<file path="src/rtl/adc045_avg.sv">
// adc045_avg: two-channel block averager feeding a tagged 2**FIFO_AW-deep valid/ready FIFO; ADC045_AVG_OVR_EN adds sticky overrange flags
module adc045_avg #(
  parameter int LOG2_N  = 4,
  parameter int FIFO_AW = 2
) (
  input  logic        clk,
  input  logic        rst,
  input  logic        enable,
  input  logic        flush,
  input  logic        ready_ch1,
  input  logic        ready_ch2,
  input  logic [23:0] data_ch1,
  input  logic [23:0] data_ch2,
  output logic        m_valid,
  input  logic        m_ready,
  output logic        m_chan,
  output logic [7:0]  m_seq,
  output logic [23:0] m_data,
  output logic [7:0]  drop_cnt,
  output logic [1:0]  ovr
);
  localparam int AW = 24 + LOG2_N;
  localparam int CW = LOG2_N > 0 ? LOG2_N : 1;
  localparam int DEPTH = 1 << FIFO_AW;
  localparam logic [CW-1:0] LAST = CW'((1 << LOG2_N) - 1);
  localparam logic [FIFO_AW:0] FULL = (FIFO_AW + 1)'(DEPTH);
  logic signed [AW-1:0] acc [2];
  logic signed [AW-1:0] sum [2];
  logic signed [23:0]   dat [2];
  logic [23:0]          avg [2];
  logic [CW-1:0]        cnt [2];
  logic [7:0]           seq [2];
  logic [31:0]          slot [2];
  logic                 pend [2];
  logic                 rdy [2];
  logic                 done [2];
  logic                 wr [2];
  logic                 drop [2];
  logic [32:0]          mem [DEPTH];
  logic [FIFO_AW-1:0]   wp, rp;
  logic [FIFO_AW:0]     fcnt;
  logic [8:0]           dsum;
  logic                 pop, push, sel;
  always_comb begin
    dat[0] = data_ch1;
    dat[1] = data_ch2;
    rdy[0] = ready_ch1 & enable;
    rdy[1] = ready_ch2 & enable;
    m_valid = |fcnt;
    pop = m_valid & m_ready;
    sel = !pend[0];
    push = (pend[0] | pend[1]) & (fcnt != FULL | pop);
    wr[0] = push & !sel;
    wr[1] = push & sel;
    for (int k = 0; k < 2; k++) begin
      sum[k] = acc[k] + AW'(dat[k]);
      avg[k] = 24'(sum[k] >>> LOG2_N);
      done[k] = rdy[k] && cnt[k] == LAST;
      drop[k] = done[k] & pend[k] & !wr[k];
    end
    dsum = {1'b0, drop_cnt} + 9'(drop[0]) + 9'(drop[1]);
    {m_chan, m_seq, m_data} = m_valid ? mem[rp] : '0;
  end
  always_ff @(posedge clk) begin
    if (rst | flush) begin
      for (int k = 0; k < 2; k++) begin
        acc[k] <= '0;
        cnt[k] <= '0;
        seq[k] <= '0;
        pend[k] <= 1'b0;
        slot[k] <= '0;
      end
      wp <= '0;
      rp <= '0;
      fcnt <= '0;
      drop_cnt <= '0;
    end else begin
      for (int k = 0; k < 2; k++) begin
        if (!enable || done[k]) begin
          acc[k] <= '0;
          cnt[k] <= '0;
        end else if (rdy[k]) begin
          acc[k] <= sum[k];
          cnt[k] <= cnt[k] + CW'(1);
        end
        if (done[k]) begin
          seq[k] <= seq[k] + 8'd1;
          slot[k] <= {seq[k], avg[k]};
        end
        pend[k] <= done[k] | (pend[k] & !wr[k]);
      end
      if (push) wp <= wp + FIFO_AW'(1);
      if (pop) rp <= rp + FIFO_AW'(1);
      fcnt <= fcnt + (FIFO_AW + 1)'(push) - (FIFO_AW + 1)'(pop);
      drop_cnt <= dsum[8] ? 8'hFF : dsum[7:0];
    end
  end
  always_ff @(posedge clk) begin
    if (push) mem[wp] <= sel ? {1'b1, slot[1]} : {1'b0, slot[0]};
  end
`ifdef ADC045_AVG_OVR_EN
  logic [1:0] ovr_r;
  always_ff @(posedge clk) begin
    if (rst | flush) ovr_r <= '0;
    else for (int k = 0; k < 2; k++) ovr_r[k] <= ovr_r[k] | (rdy[k] && (dat[k] == 24'sh7FFFFF || dat[k] == 24'sh800000));
  end
  assign ovr = ovr_r;
`else
  assign ovr = 2'b00;
`endif
endmodule

</file>
<file path="config.mk">
export PLATFORM = sky130hd
export DESIGN_NAME = adc045_avg
export DESIGN_NICKNAME = d
export VERILOG_FILES = /design/src/rtl/adc045_avg.sv
export SDC_FILE = /design/constraint.sdc
export NUM_CORES = 1
export LEC_CHECK = 0
export ABC_CLOCK_PERIOD_IN_PS = 3100
export BUFFER_PORTS_ARGS = -buffer_cell sky130_fd_sc_hd__buf_4
export CAP_MARGIN = 15
export CORE_MARGIN = 8
export CORE_UTILIZATION = 40
export DETAILED_ROUTE_END_ITERATION = 6
export PLACE_DENSITY = 0.62
export SLEW_MARGIN = 20
export SYNTH_ARGS = -nofsm -noshare
export SYNTH_HDL_FRONTEND = slang
export SYNTH_SLANG_ARGS = --single-unit
export TNS_END_PERCENT = 10
</file>
<file path="constraint.sdc">
create_clock -name clk -period 3.1 [get_ports clk]
set_input_delay 0.62 -clock clk [delete_from_list [all_inputs] [get_ports clk]]
set_output_delay 0.62 -clock clk [all_outputs]
set_load 0.005 [all_outputs]
</file>
### After elaboration in Yosys (flattened, before gate mapping)

Memories as Yosys holds them, arrays and structs flattened. A register that Yosys moved wholly into a read port is not among the register bits.
Cells that the tools add are included.

| word-level totals | value |
|---|---|
| output and inout port bits | 44 |
| memories kept | 6 |
| memory bits (writable) | 278 |
| bits in registers | 15 |
| logic and storage cells | 109 |
| bits of input ports | 55 |

| cells by class | value |
|---|---|
| muxes and demuxes | 44 |
| bitwise logic cells | 31 |
| eq/ne operators | 3 |
| reduce and logical (&&, ||, !) cells | 9 |
| add/sub/neg operators | 12 |

Memories:

| memory | depth | width | read ports | clocked after memory_dff | wr ports | RTL line | text |
|---|---|---|---|---|---|---|---|
| mem | 4 | 33 | 1 | 1 | 1 | 39 | `logic [32:0] mem [DEPTH];` |
| slot | 2 | 32 | 2 | 0 | 2 | 33 | `logic [31:0] slot [2];` |
| acc | 2 | 28 | 2 | 0 | 2 | 27 | `logic signed [AW-1:0] acc [2];` |
| seq | 2 | 8 | 2 | 0 | 2 | 32 | `logic [7:0] seq [2];` |
| cnt | 2 | 4 | 2 | 0 | 2 | 31 | `logic [CW-1:0] cnt [2];` |
| pend | 2 | 1 | 2 | 0 | 2 | 34 | `logic pend [2];` |

Operators with widths:

| kind | count |
|---|---|
| $mux 28 | 4 |
| $mux 33 | 2 |
| $mux 32 | 2 |
| $add 28x24->28 | 2 |
| $mux 1 | 27 |
| $mux 8 | 3 |
| $or 1x1->1 | 19 |
| $add 8x1->8 const B | 2 |
| $mux 4 | 4 |
| $and 1x1->1 | 12 |
| $add 8x1->9 | 1 |
| $add 9x1->9 | 1 |
| $add 4x1->4 const B | 2 |
| $eq 4x4->1 const B | 2 |
| $add 2x1->2 const B | 2 |
| $logic_not 1->1 | 4 |
| $mux 2 | 2 |
| $add 3x1->3 | 1 |
| $ne 3x3->1 const B | 1 |
| $reduce_or 3->1 | 1 |
| $sub 3x1->3 | 1 |
| $logic_and 1x1->1 | 2 |
| $logic_or 1x1->1 | 2 |

### Logic depth before layout (Yosys ltp)

| depth | value |
|---|---|
| word-level depth | 10 |
| gate-level depth with buffers | 10 |
| depth with buffers taken out | 10 |

### Least setup slack after synthesis

No wires, ideal clock.

| timing | value |
|---|---|
| kind | input to register |
| start point | input port data_ch1[0] |
| end point | memory acc[0][24] (netlist bit) (data pin) |
| setup time | 0.265 ns |
| stages on the path | 9 |
| path buffers | 0 |
| data arrival time | 2.465 ns |
| slack | 0.370 ns |
| data required time | 2.835 ns |
| path through | ha_1 > fa_1 > a211oi_1 > o21ai_1 > a21oi_2 > o31ai_1 > a221oi_2 > xor2_1 > nor2_1 |

RTL lines:

| what | RTL line | text |
|---|---|---|
| from (decl) | 12 | `input logic [23:0] data_ch1,` |
| to (decl) | 27 |  |

==> flow_summary.json <==
{
  "syn_area_um2": 14500,
  "relSlewSlack_pct": 57.5,
  "yosys_register_bits": 295,
  "clkSlewWorstSetupHoldPaths_ns": 0.06,
  "fin_total_pwr_mw": 9.10,
  "grtUsageTotal_pct": 15.2,
  "slew_violations": 0,
  "async_flop_share_pct": 0,
  "core_area_um2": 35700,
  "gp_congestion": 0.883,
  "endpoint_kind": "flop",
  "synth_cell_type_count": 66,
  "ys_top_cells_by_count": "edfxtp_1, nor2_1, a21oi_1",
  "p_switching_mw": 2.06,
  "cts_num_sinks": 295,
  "hold_depth": 4,
  "vias": 8993,
  "finalSetupViolCount": 0,
  "ant_nets": 0,
  "rsz0062_at_grt": "false",
  "cp.depth": 9,
  "drive_gt1_share_pct": 21.8,
  "via_per_inst": 5.25,
  "drt_iter0_drc": 579,
  "final_area_um2": 17000,
  "cp_slowest_stage_delay_ns": 0.43,
  "port_buffers": 96,
  "cp_data_arrival_time_ns": 3.00,
  "cts_tree": "done",
  "dp.final_hpwl_um": 22200,
  "holdBufCountCts": 0,
  "first_pass_iters": 5,
  "antenna_found_initial": 0,
  "total_leakage_power_nw": 6.50,
  "hold_violations": 0,
  "yosys_warnings": 0,
  "postCtsSetupBuffers": 0,
  "routed_wl_um": 32100,
  "switching_share_pct": 22.7,
  "rr_startpoint": "acc[0][0]$_SDFFCE_PN0P_",
  "cp_top_family": "compound AO/OA/AOI/OAI gates",
  "cp-start-kind": "flop",
  "power_density_nw_per_um2": 535,
  "place_area_um2": 15900,
  "path_buf_inv": 0,
  "start_util_pct": 40.7,
  "combPwrFrac_pct": 7.7,
  "p_clk_share_pct": 43.3,
  "rows": 69,
  "crit_start": "acc[0][0]$_SDFFCE_PN0P_",
  "yosysMostFrequentCell": "edfxtp_1",
  "clock.fmax_mhz": 363,
  "drv_cap": 0,
  "syn_area_per_cell_um2": 13.1,
  "synth_top_area_share_pct": 57.2,
  "power.share.sequential_pct": 49.0,
  "clkLatencyLatePin_ns": 0.51,
  "grt_pass1_wl_um": 50500,
  "holdCritStartpoint": "m_ready",
  "die-area_um2": 42600,
  "grt_overflow": 0,
  "max_slew.worst_pin.slew_ns": 0.637,
  "synth_ff_type": "edfxtp_1",
  "reg2reg_depth": 9,
  "ys_seq_area_share_pct": 59.8,
  "io_pins": 99,
  "grt_max_degree": 51,
  "min_path_type": "input pin to flop",
  "grt_pass1_vias": 9135,
  "crit_chain": "ha_1 > fa_1 > a211oi_1 > o21ai_1 > a21oi_1 > o22ai_1 > a221oi_2 > xor2_1 > nor2_1",
  "die_x_um": 206,
  "cts_root_buf": "clkbuf_16",
  "cts_made_buffers": 34,
  "synthCells": 1105,
  "status": "finished, final reports clean",
  "irDropWorstVdd_uv": 323,
  "synth.largest_area_cell": "edfxtp_1",
  "final_nets": 1347,
  "drc": 0,
  "cts.htree.levels": 2,
  "finClkSkew_ns": 0.0114,
  "required_ns": 3.35,
  "intPower_mw": 7.04,
  "die_h_um": 206,
  "wl_per_cell_um": 18.7,
  "synth_edf_count": 276,
  "crit_type": "flop to flop",
  "clockBufferDepth": 3,
  "finalCritPeriodShare_pct": 88.8,
  "area.growth.synth_to_final_pct": 17.3,
  "cp_max_fo": 3,
  "synth_area_leaders": "edfxtp_1, ha_1, mux4_2",
  "cts.repair.resized": 0,
  "period_needed_ns": 2.75,
  "slowest_stage": "fa_1"
}
## sequential cells by signal, summed over array words and instances (netlist names), named ones only
register / flops
pend: 2
slot: 64
rp: 2
wp: 2
cnt: 8
seq: 16
acc: 56
drop_cnt: 8
fcnt: 3
mem: 132
## placed cells by master (no fill, tap or decap), drive strengths merged, types with 3 or more instances in the layout
cell type | synthesis | final
nor3 | 7 | 7
nand2b | 6 | 6
dfxtp | 19 | 19
o31ai | 8 | 8
a221oi | 5 | 5
mux2i | 7 | 7
a21oi | 70 | 70
inv | 20 | 22
or2 | 3 | 3
clkbuf | 42 | 41
and3 | 9 | 9
nand2 | 49 | 49
clkinvlp | 0 | 4
fa | 4 | 4
clkinv | 0 | 12
a211oi | 7 | 7
nor2 | 150 | 150
a41oi | 3 | 3
nand3 | 20 | 20
nand3b | 3 | 3
buf | 9 | 134
o21a | 8 | 8
xnor2 | 35 | 35
o21bai | 7 | 7
nand4 | 17 | 17
o21ai | 32 | 32
and2 | 64 | 64
a21o | 18 | 18
o211ai | 6 | 6
bufinv | 0 | 3
ha | 64 | 64
mux2 | 32 | 32
a31oi | 5 | 5
mux4 | 33 | 33
a21boi | 5 | 5
edfxtp | 276 | 276
xor2 | 38 | 38
## tightest hold or removal path, delay by kind of cell
kind | cells | cell delay, ns
AND/OR/NAND/NOR | 2 | 0.16
AO/OA/AOI/OAI | 1 | 0.07
buffers and inverters | 1 | 0.08
## path summary, 6_finish.rpt
check	end	slack, ns
worst min-delay path	pend[0][0]$_SDFF_PP0_	0.48
worst min register to register	pend[0][1]$_SDFF_PP0_	0.52
worst max register to register	acc[0][26]$_SDFFCE_PN0P_	0.35
worst max-delay path	acc[0][26]$_SDFFCE_PN0P_	0.35
## power by group through the flow
stage | combinational (mW) | clock (mW) | sequential, mW
detailed placement | 0.695 | 0 | 4.54
finish | 0.700 | 3.94 | 4.46
global placement | 0.692 | 0 | 4.54
global route | 0.774 | 4.20 | 4.46
floorplan | 0.463 | 0 | 4.52
CTS | 0.699 | 4.05 | 4.46
## layout make-up
class,count,area (um2)
fill,3157,18600
sequential,295,8670
multi-input combinational,739,5540
timing repair buffer,134,1030
clock buffer,41,898
tap,461,577
clock inverter,21,213
inverter,20,77.6
antenna,1,2.50
## logic make-up after synthesis
family                     Yosys count  synth area share, %
DFF                                295                 59.8
buffers and inverters               72                 2.06
xor gates and xnor gates            73                 4.41
adders and majority gates           68                 6.07
other                                1               0.0259
muxes                               72                 8.09
AOI/OAI and AO/OA                  186                 8.42
and+or+nand+nor                    338                 11.1
## routing by layer
| layer | track usage [%] | wire length (um) | up-vias |
|---|---|---|---|
| met5 | 0 | 0 | - |
| met4 | 4.24 | 685 | 0 |
| met3 | 2.76 | 1430 | 45 |
| met2 | 24.3 | 14900 | 183 |
| met1 | 21.0 | 15100 | 4409 |
| li1 | - | - | 4356 |
## through the flow
stage / util (%) / TNS (ns) / hold WS [ns] / setup WS [ns] / instances
after floorplan: - / 0 / 0.485 / 0.370 / 1106
after global placement: 44.6 / 0 / 0.501 / 0.0525 / 1649
after detailed placement: 44.6 / -0.0389 / 0.508 / -0.0328 / 1649
after CTS: 47.7 / 0 / 0.463 / 0.329 / 1711
after global routing: 47.7 / 0 / 0.480 / 0.137 / 1711
final: 47.7 / 0 / 0.475 / 0.348 / 1712
Note: power is estimated with default switching activity, not from simulation.
